## src/rtl/if_id_queue.sv

```systemverilog
// if_id_queue: IF/ID instruction FIFO with flush and rdy pause; zero-word bubble when empty.
// Define IFQ_BYPASS_EN for a zero-latency fetch-to-decode bypass while the queue is empty.
module if_id_queue #(
  parameter int PC_WIDTH = 17,
  parameter int INST_WIDTH = 32,
  parameter int DEPTH = 4
) (
  input  logic clk,
  input  logic rst,
  input  logic rdy,
  input  logic flush,
  input  logic if_valid,
  input  logic [PC_WIDTH-1:0] if_pc,
  input  logic [INST_WIDTH-1:0] if_inst,
  output logic if_ready,
  output logic id_valid,
  output logic [PC_WIDTH-1:0] id_pc,
  output logic [INST_WIDTH-1:0] id_inst,
  input  logic id_ready,
  output logic [$clog2(DEPTH+1)-1:0] count
);
  localparam int AW = $clog2(DEPTH);
  localparam int CW = $clog2(DEPTH+1);
  localparam int W = PC_WIDTH + INST_WIDTH;
  logic [W-1:0] mem [DEPTH];
  logic [AW-1:0] wr_ptr, rd_ptr;
  logic [W-1:0] head;
  logic held, byp, wr, rd;
  always_comb begin
    head = mem[rd_ptr];
    held = rdy & ~flush & (count != '0);
`ifdef IFQ_BYPASS_EN
    byp = rdy & ~rst & ~flush & if_valid & (count == '0);
`else
    byp = 1'b0;
`endif
    if_ready = rdy & ~rst & ((count != CW'(DEPTH)) | flush);
    id_valid = held | byp;
    {id_pc, id_inst} = held ? head : (byp ? {if_pc, if_inst} : '0);
    // a bypassed entry consumed by decode this cycle never occupies a slot
    wr = if_valid & if_ready & ~flush & ~(byp & id_ready);
    rd = held & id_ready;
  end
  always_ff @(posedge clk or posedge rst)
    if (rst) begin
      wr_ptr <= '0;
      rd_ptr <= '0;
      count <= '0;
    end else if (rdy) begin
      if (flush) begin
        wr_ptr <= '0;
        rd_ptr <= '0;
        count <= '0;
      end else begin
        wr_ptr <= wr_ptr + AW'(wr);
        rd_ptr <= rd_ptr + AW'(rd);
        count <= count + CW'(wr) - CW'(rd);
      end
    end
  always_ff @(posedge clk)
    if (wr) mem[wr_ptr] <= {if_pc, if_inst};
endmodule

```

## config.mk

```make
export PLATFORM = sky130hd
export DESIGN_NAME = if_id_queue
export DESIGN_NICKNAME = d
export VERILOG_FILES = /design/src/rtl/if_id_queue.sv
export SDC_FILE = /design/constraint.sdc
export NUM_CORES = 1
export LEC_CHECK = 0
export ABC_AREA = 1
export CORE_UTILIZATION = 43
export CTS_BUF_LIST = sky130_fd_sc_hd__clkbuf_2
export CTS_CLUSTER_DIAMETER = 30
export DETAILED_ROUTE_END_ITERATION = 10
export PLACE_DENSITY = 0.69
export SLEW_MARGIN = 25
export SYNTH_ARGS = -nofsm -noshare
export SYNTH_HDL_FRONTEND = slang
export SYNTH_SLANG_ARGS = --single-unit
```

## constraint.sdc

```tcl
create_clock -name clk -period 3.6 [get_ports clk]
set_clock_uncertainty 0.1 [all_clocks]
set_input_delay 0.72 -clock clk [delete_from_list [all_inputs] [get_ports clk]]
set_output_delay 0.72 -clock clk [all_outputs]
set_load 0.005 [all_outputs]
```

Word level (Yosys, flattened, before mapping)
Memory sizes are Yosys's and may differ from the RTL's.
Cells that the tools add are included.
- register bits: 7
- bits in latches: 0
- memory bits (writable): 196
- memory bits (read-only): 0
- input port bits: 55
- output and inout bits: 54
- word-level logic and storage cells: 26
- memories: 1
- add/sub/neg operators: 4
- $mul: 0
- divide/modulo/power cells: 0
- $lt $le $gt $ge: 0
- equal/unequal tests: 1
- shift-type cells: 0
- mux-type cells: 6
- bitwise gates (word level): 10
- reduce and logical (&&, ||, !) cells: 1
- memories (memory ; words ; bits a word ; read ports ; clocked after Yosys merged registers in ; wr ports ; line ; text):
    mem ; 4 ; 49 ; 1 ; 0 ; 1 ; 25 ; logic [W-1:0] mem [DEPTH];
- operators by type and width (operator ; number):
    two-way mux 49 bit ; 1
    AND 1 bit ; 7
    adder 2 x 1 -> 2 bit ; 2
    two-way mux 2 bit ; 2
    adder 3 x 1 -> 3 bit ; 1
    two-way mux 3 bit ; 1
    inequality test 3 bit, second input constant ; 1
    nonzero test 3 bit ; 1
    subtractor 3 x 1 -> 3 bit ; 1
    two-way mux 1 bit ; 2
    NOT 1 bit ; 2
    OR 1 bit ; 1

Depth between registers and ports, before layout
Gate-level depths: netlist (run 1).
- depth in word-level cells: 8
- depth in mapped cells: 13
- gate-level depth less buffers: 12

Least setup slack after synthesis (run 1)
OpenSTA, ideal clock, no wires.
- path kind: input to register
- start point: input port rdy
- end point: memory mem[0][0] in the netlist's numbering (enable)
- library setup time: 456 ps
- data arrival time: 3172 ps
- required time: 3044 ps
- path slack: -128 ps
- cell stages on the path: 4
- path buffers: 0
- cells stage by stage: inv_2 nor2_1 nand4_1 nor2_1
- word-level cells in the longest chain between the ends: 6
- ends and longest elaborated chain (item ; line ; text):
    start, declared ; 10 ; input logic rdy,
    AND 1 bit (2 in a row) ; 37 ; if_ready = rdy & ~rst & ((count != CW'(DEPTH)) | flush);
    AND 1 bit (2 in a row) ; 41 ; wr = if_valid & if_ready & ~flush & ~(byp & id_ready);
    two-way mux 1 bit ; 61 ; if (wr) mem[wr_ptr] <= {if_pc, if_inst};
    two-way mux 1 bit (implied by the code) ; 61 ;
    end, declared ; 25 ;
Every way passes these cells.

Worst setup path in the final report (run 1)
- start point: register rd_ptr[1]
- end point: output port id_pc[9]
- word-level cells in the longest chain between the ends: 2
- ends and longest elaborated chain (item ; line ; text):
    start, declared ; 26 ; logic [AW-1:0] wr_ptr, rd_ptr;
    start signal, assigned ; 56 ; rd_ptr <= rd_ptr + AW'(rd);
    memory read (4 x 49 bit) ; - ;
    two-way mux 49 bit ; 39 ; {id_pc, id_inst} = held ? head : (byp ? {if_pc, if_inst} : '0);
    end, declared ; 17 ; output logic [PC_WIDTH-1:0] id_pc,
Every way passes these cells.

==> key figures, run 1 <==
Detailed routing
  • Drt wl/cell: 14.4 microns
  • DRT antenna net count: 0
  • Overall routed net length: 18500 microns
  • Routed vias/inst: around 4.6
  • DR vias: 5935
  • Initial DRC count: 291
  • DRC Markers: 0
  • Iteration count of the initial detailed-routing pass: 4

STA
  • Setup TNS: 0 ns
  • Final setup fails: 0
  • Final Slew Violations: 0
  • Post-layout min period: 3.36 ns
  • Final hold violation count: 0
  • Max Freq: 298 MHz
  • Worst slew pin tran: 0.475 ns
  • Unrepaired setup endpoints after global routing: no
  • Fin crit share: 93.4%
  • Setup WS post-layout: 0.239 ns
  • Slew headroom: 68.4%

Finish
  • Fin area: 10800 sq um
  • Final core utilization: between 50% and 60%
  • Commonest non-fill, non-tap cells in the layout: nand2_1 (216), inv_1 (209), edfxtp_1 (196)
  • Nets: 1044
  • Ratio of cells with drive above 1 in the final layout: between 10 and 15%
  • Commonest non-fill, non-tap cell in the layout: nand2_1
  • Syn-to-layout area delta: 20.3%

Global route
  • First-pass GRT wire length: 29600 microns
  • Vias in the first global route: 5846
  • GR Overflow Total: 0
  • GRT Resource Usage Total: ~18%
  • Initial antenna violation count: 1
  • Largest net degree at the start of global routing: 100

Clocking
  • Clock insertion delay at the later pin of the skew report: 0.74 ns
  • Clk slew on worst S/H paths: 0.10 ns
  • Clock sinks: 203
  • Clock root cell: clkbuf_2
  • Cts hold-fix bufs: 0
  • H-tree levels: 2
  • CTS Buffer Depth: 3
  • CTS tree: built
  • Num CTS Buffers: 50

Die
  • # rows: 52
  • IO Count: 109
  • Die H: 147 microns
  • Starting Density: 44.2%
  • Placeable Area: 20400 sq um
  • Die area: 21500 sq um
  • Die Wd: 147 microns

Hold path
  • HP Class: input port to asynchronous set/reset pin

Worst setup path
  • Buffers and inverters on the worst path: 3
  • Top delay family on crit path: buffers and inverters
  • Kind of end point of the critical path: output port
  • WP data required: 2.78 ns
  • Crit-path max cell delay: 0.51 ns
  • Slowest CP cell: clkdlybuf4s50_1
  • CP Max Fanout: 13
  • CP cell instances: inv_2 -> buf_4 -> nand3_1 -> a21oi_2 -> clkdlybuf4s50_1
  • CP startpoint kind: register
  • Critical path type: register to output port
  • Worst path arrival time: 2.54 ns

Logic synthesis
  • Mapped Cells: between 800 and 900
  • Yosys cell types: 24
  • Seq/Total Area, Yosys: 67.4%
  • Largest cells by area after synthesis: edfxtp_1 (65%), nand2_1 (9.0%), inv_1 (8.7%)
  • YS warnings: 0
  • Post-Syn Area: 9000 sq um
  • Share of the synthesized area in the top cell type: 65.4%
  • Mapped Nets: 901
  • Yosys top cell by area: edfxtp_1
  • Mean area per synthesized cell: 10.7 sq um
  • Flop and latch count out of synthesis: roughly 200

Placed design
  • RePlAce Congestion: 0.811
  • Port Buf Inserts: 108
  • Final HPWL from detailed placement: 10700 microns
  • Post-Place Cell Area: between 10000 and 15000 sq um
  • Pre-CTS setup slack: 0.297 ns

Power and ir drop
  • PD cells: 402 nW/um^2
  • Leak Pwr: 4.60 nW
  • Maximum vdd drop: 0.000258 V

Outcome
  • Outcome: completed

Run
  • Max Cap Viol: 0
==> layer usage <==
layer  vias up  global-route usage (%)  part of all wire [%]
li1       2975                       -                     -
met1      2782                    20.8                    42
met2       149                    31.2                    51
met3        29                    4.06                   5.2
met4         0                    7.81                   1.9
met5         -                       0                     0
==> cell type report <==
type	instances	area [sq um]
Antenna cell	1	2.50
Sequential cell	203	6070
Inverter	212	798
Clock buffer	71	355
Timing Repair Buffer	128	1300
Tap cell	270	338
Multi-Input combinational cell	389	1940
Clock inverter	7	27.5
Fill cell	1788	9540
==> synth_stat cells <==
cell type and count:
nand2_1 216, inv_1 209, edfxtp_1 196, nand3_1 100, a21oi_2 48, buf_2 18, buf_6 8, clkbuf_1 7
dfrtp_1 7, nor2_1 7, o21ai_0 5, ha_1 4, a21oi_1 3, buf_1 2, inv_2 2, buf_4 1
clkbuf_4 1, clkinv_1 1, fa_1 1, nand2_4 1, nand3b_1 1, nand4_1 1, nor2_4 1, o22ai_1 1
==> stage by stage <==
step / instances / hold slack [ns] / power, mW
detailed placement: 1202 / 0.459 / 3.07
global placement: 1202 / 0.478 / 3.06
finish: 1281 / 0.133 / 4.35
global route: 1281 / 0.0865 / 4.55
floorplan: 841 / 0.419 / 2.87
CTS: 1280 / 0.0524 / 4.41
==> where the power goes <==
part	internal [mW]	total [mW]	switching [mW]
logic	0.180	0.392	0.212
registers	2.61	2.62	0.0120
clock network	0.513	1.34	0.824
==> registers in the layout, indices dropped and copies added (netlist names) <==
signal and flops:
wr_ptr 2, count 3, rd_ptr 2, mem 196
==> logic make-up after synthesis <==
family | synth area share (%)
AOI/OAI and AO/OA | 5.19
adders and majority gates | 0.779
buffers and inverters | 11.4
DFF | 67.4
and+or+nand+nor | 15.3
==> path summary, 6_finish.rpt <==
check                      depth (start not counted)         to  slack [ns]       from
max                                                5   id_pc[9]        0.24  rd_ptr[1]
max in group asynchronous                          2  rd_ptr[1]        3.01        rst
max reg2reg                                       13   count[2]        1.03   count[1]
min reg2reg                                        2   count[0]        0.47   count[0]
min in group clk                                   2   count[0]        0.47   count[0]
min                                                2   count[0]        0.13        rst
==> what timing repair did <==
action,4_1_cts,5_1_grt
endpoints found under the hold margin,0,0
endpoints found under the setup margin,0,7
setup buffers,0,0
resized for setup,0,2
Power figures use the tool's default switching activity.
==> run 2, diff against run 1 <==
- PLACE_DENSITY: 0.69 -> not set
- PLACE_DENSITY_LB_ADDON: not set -> 0.15
==> run 2 against run 1 <==
Compared with the run above:
- via count is 0.13% lower
- clock power is 8% higher
- hold slack worse by 0.028 ns
- maximum frequency is 0.78% lower
- clock-buffer cell count is 5 higher
- combinational power hardly changed
- cell area is 0.62% higher
- critical path depth is 1 higher
- critical path type unchanged
==> key figures, run 2 (synthesis results as in run 1) <==
Global route
  • Largest net degree at the start of global routing: 100
  • GRT Resource Usage Total: 18.0%
  • GR Overflow Total: 0
  • First-pass GRT wire length: 30000 microns
  • Vias in the first global route: 5965
  • Initial antenna violation count: 1

STA
  • Max Freq: 295 MHz
  • Slew headroom: 66.7%
  • Fin crit share: between 90% and 100%
  • Final hold violation count: 0
  • Worst slew pin tran: 0.499 ns
  • Worst hold slack: 0.105 ns
  • Post-layout min period: between 3 and 4 ns
  • Final setup fails: 0
  • Unrepaired setup endpoints after global routing: no
  • Setup TNS: 0 ns
  • Setup WS post-layout: roughly 0.21 ns
  • Final Slew Violations: 0

Outcome
  • Outcome: completed

Clocking
  • H-tree levels: 2
  • Clk slew on worst S/H paths: 0.10 ns
  • Num CTS Buffers: 53
  • Clock insertion delay at the later pin of the skew report: 0.77 ns
  • CTS tree: built
  • CTS Buffer Depth: 3
  • Clock sinks: 203
  • Clock root cell: clkbuf_2

Die
  • Starting Density: ~44%
  • Placeable Area: 20400 sq um
  • Die Wd: between 100 and 150 microns
  • # rows: 52
  • Die area: 21500 sq um
  • Die H: 147 microns
  • IO Count: 109

Detailed routing
  • Drt wl/cell: 14.2 microns
  • Routed vias/inst: 4.57
  • DRT antenna net count: 0
  • Initial DRC count: 276
  • Overall routed net length: 18400 microns
  • DRC Markers: 0
  • DR vias: 5927
  • Iteration count of the initial detailed-routing pass: 4

Finish
  • Final cell count without fillers: 1297
  • Ratio of cells with drive above 1 in the final layout: 15.4%
  • Nets: ~1000
  • Commonest non-fill, non-tap cells in the layout: nand2_1 (216), inv_1 (209), edfxtp_1 (196)
  • Syn-to-layout area delta: 21.1%
  • FILL cells: ~1900
  • Most flops, register: mem
  • Number of flip-flops in the largest register: roughly 200
  • Top Registers: mem: 196 flops, count: 3 flops
  • Area taken by multi-input logic gates: a little under 2000 sq um
  • Commonest non-fill, non-tap cell in the layout: nand2_1
  • Register Area: 6070 sq um

Run
  • Max Cap Viol: 0

Power and ir drop
  • Power Total: 4.47 mW
  • Leak Pwr: 4.64 nW
  • Maximum vdd drop: approximately 0.00023 V
  • PD cells: 410 nW/um^2

Worst setup path
  • Worst path arrival time: 2.57 ns
  • Kind of end point of the critical path: output port
  • CP startpoint kind: register
  • CP Max Fanout: slightly above 50
  • Critical path type: register to output port
  • WP data required: 2.78 ns

Placed design
  • Pre-CTS setup slack: between 0.15 and 0.2 ns
  • Inst Count DP: 1200
  • Final HPWL from detailed placement: 10500 microns
  • RePlAce Congestion: 0.758
  • Port Buf Inserts: 108

Hold path
  • HP Class: input port to asynchronous set/reset pin
==> run 2: worst max-delay path, cell delays in order, from the launching register on <==
cell and delay (ns):
dfrtp_4 0.46, clkinv_4 0.18, buf_12 0.26, nand2_1 0.09, nand3_1 0.11, a21oi_2 0.18
clkdlybuf4s50_1 0.52
==> run 2: cell type report <==
class	instances	area share, %
clock inverter	19	0.701
timing repair buffer	126	11.8
tap	270	3.10
clock buffer	76	3.49
multi-input combinational	389	17.8
inverter	212	7.35
antenna	2	0.0459
sequential	203	55.7
==> run 2: final timing paths <==
path | to | slack, ns | depth (start not counted) | start
worst min register to register | count[0] | 0.51 | 2 | count[0]
worst max-delay path | id_pc[4] | 0.21 | 6 | rd_ptr[0]
max in group asynchronous | rd_ptr[0] | 3.01 | 2 | rst
worst max register to register | count[2] | 0.84 | 13 | count[1]
min in group clk | mem[1][9] | 0.48 | 1 | if_inst[9]
worst min-delay path | count[1] | 0.11 | 2 | rst
==> run 2: metal layers <==
layer | track usage [%] | routed length (microns) | part of all wire [%]
met5 | 0 | 0 | 0
met2 | 31.5 | 9250 | 50
met3 | 4.25 | 841 | 4.6
met1 | 21.2 | 7910 | 43
met4 | 7.29 | 359 | 2.0
==> run 2: stage by stage <==
step                      utilization [%]  area, sq um
after CTS                            53.4        10900
after detailed placement             51.2        10400
final                                53.5        10900
after global placement               51.2        10400
after floorplan                         -         9000
after global routing                 53.5        10900
==> run 2: what timing repair did <==
action,CTS,global route
endpoints found under the setup margin,37,5
hold buffers,0,0
resized for setup,1,2
buffers inserted,0,0
cloned,0,0
==> run 2: power breakdown <==
group          internal [mW]  switching, mW  leakage, nW
logic                  0.179          0.215         2.43
clock network          0.569          0.882        0.358
registers               2.61         0.0124         1.86
==> run 3, diff against run 2 <==
- CORE_ASPECT_RATIO: not set -> 2
- clock period: 3.6 -> 3.85 ns (I/O delays scaled with it)
==> run 3 against run 2 <==
Compared with the run above:
- clock power down 14%
- first-iteration DRC count down 36%
- hold slack better by 0.13 ns
- combinational power down 7.6%
- largest cell class unchanged
==> key figures, run 3 (synthesis results as in run 1) <==
Clocking
  • CTS Buffer Depth: 3
  • CTS tree: built
  • Post-CTS setup repair buffer count: 0
  • H-tree levels: 2
  • Clock insertion delay at the later pin of the skew report: 0.69 ns
  • Num CTS Buffers: 44
  • Clock root cell: clkbuf_2
  • Clock sinks: 203
  • Clk slew on worst S/H paths: 0.11 ns
  • Cts hold-fix bufs: 0

Die
  • IO Count: 109
  • Die H: a little over 200 microns
  • Placeable Area: between 20000 and 25000 sq um
  • Die area: 21500 sq um
  • # rows: 74
  • Die Wd: 104 microns
  • Starting Density: 44.0%

STA
  • Final Slew Violations: 0
  • Slew headroom: 52.4%
  • Final hold violation count: 0
  • Max Freq: 281 MHz
  • Worst slew pin tran: 0.714 ns
  • Setup TNS: 0 ns
  • Final setup fails: 0
  • Post-layout min period: 3.56 ns
  • Unrepaired setup endpoints after global routing: no
  • Fin crit share: between 90% and 100%

Placed design
  • RePlAce Congestion: around 0.74
  • Final HPWL from detailed placement: 11100 microns
  • Post-Place Cell Area: 10400 sq um
  • Port Buf Inserts: 108

Worst setup path
  • Slowest CP cell: buf_4
  • Worst Setup EP: id_inst[28]
  • Critical path type: register to output port
  • Worst setup path startpoint: rd_ptr[1]
  • CP cell instances: buf_4 -> nand3_1 -> a21oi_2 -> clkdlybuf4s50_1
  • Kind of end point of the critical path: output port
  • R2r endpoint: count[2]
  • Worst path arrival time: approximately 2.7 ns
  • Logic depth of the worst register-to-register path: 13
  • CP Max Fanout: ~50
  • Crit-path max cell delay: 0.57 ns
  • Top delay family on crit path: buffers and inverters
  • CP startpoint kind: register
  • CP Depth: 4
  • Buffers and inverters on the worst path: 2
  • WP data required: between 2 and 3 ns
  • R2r setup slk: roughly 1.2 ns
  • RR Startpoint: count[1]

Power and ir drop
  • Leak Pwr: approximately 4.6 nW
  • Power Total: 4.06 mW
  • Maximum vdd drop: 0.000220 V
  • PD cells: 377 nW/um^2

Global route
  • Global routing usage on met2: 36.4%
  • GR Overflow Total: 0
  • Met1 GRT Util: between 15 and 20%
  • Gr busiest metal: met2
  • Vias in the first global route: 5880
  • First-pass GRT wire length: between 20000 and 30000 microns
  • Initial antenna violation count: 1
  • Met3 Use GR: 3.11%
  • GRT Resource Usage Total: 18.3%
  • Largest net degree at the start of global routing: 56

Finish
  • Fin area: 10800 sq um
  • Syn-to-layout area delta: 19.8%
  • Commonest non-fill, non-tap cell in the layout: nand2_1
  • Number of flip-flops in the largest register: 196
  • Most flops, register: mem
  • Top Registers: mem: 196 flops, count: 3 flops
  • Nets: slightly above 1000
  • Commonest non-fill, non-tap cells in the layout: nand2_1 (216), inv_1 (209), edfxtp_1 (196)
  • FILL cells: 1810
  • Ratio of cells with drive above 1 in the final layout: 13.7%

Hold path
  • HP Class: input port to asynchronous set/reset pin

Detailed routing
  • Overall routed net length: 19200 microns
  • DR vias: 5909
  • Drt wl/cell: 15.1 microns
  • Iteration count of the initial detailed-routing pass: 4
  • DRT antenna net count: 0
  • Routed vias/inst: 4.65
  • Initial DRC count: approximately 180
  • DRC Markers: 0

Run
  • Max Cap Viol: 0

Outcome
  • Outcome: completed
[run 3: cell types whose count changed in the layout (fill, tap and decap cells not counted), sizes merged]
cell,delta
bufinv,+1
clkbuf,-19
clkinv,-2
inv,-1
[run 3: worst min path at each step]
stage | from | to
final | rst | count[1]
after global routing | rst | count[1]
after CTS | rst | count[1]
after detailed placement | count[0] | count[0]
after global placement | count[0] | count[0]
after floorplan | count[0] | count[0]
[run 3: timing repair]
item | CTS | global route
endpoints found under the setup margin | 1 | 0
endpoints found under the hold margin | 0 | 0
gates resized for setup | 1 | 0
[run 3: metal layers]
metal / vias up / wire [microns]
li1: 2948 / -
met1: 2782 / 6890
met2: 138 / 10800
met3: 41 / 827
met4: 0 / 661
met5: - / 0
[run 3: area by class of cell]
type / instances / area (sq um) / area share (%)
well taps: 266 / 333 / 3.09
diodes: 2 / 5.00 / 0.0464
clock buffers: 57 / 285 / 2.65
multi-input cells: 389 / 1940 / 18.0
repair buffers: 126 / 1250 / 11.6
inverters: 212 / 801 / 7.43
clock inverters: 17 / 93.8 / 0.871
flip-flops and latches: 203 / 6070 / 56.3
[run 3: metrics by stage]
stage / cells / utilization (%) / hold WS [ns] / setup WS (ns)
2_1_floorplan: 841 / - / 0.419 / 0.0723
3_3_place_gp: 1196 / 50.8 / 0.486 / 0.380
3_5_place_dp: 1196 / 50.8 / 0.474 / 0.378
4_1_cts: 1270 / 52.6 / 0.163 / 0.213
5_1_grt: 1271 / 52.7 / 0.191 / 0.159
6_report: 1272 / 52.7 / 0.240 / 0.287
[run 3: report_power, final]
| part | switching [mW] | internal, mW | total, mW |
|---|---|---|---|
| Clock | 0.773 | 0.471 | 1.24 |
| Sequential | 0.0115 | 2.44 | 2.45 |
| Combinational | 0.200 | 0.164 | 0.364 |
| Total | 0.985 | 3.07 | 4.06 |
[run 3: worst register-to-register path, stage by stage (launching register included)]
cell and delay [ns]:
dfrtp_1 0.48, nor2_1 0.15, nand2_1 0.10, nand2_4 0.07, buf_12 0.33, nor2_1 0.14, ha_1 0.29, inv_1 0.05
ha_1 0.12, inv_1 0.05, fa_1 0.40, nand3b_1 0.17, nand3_1 0.07, nand2_1 0.05
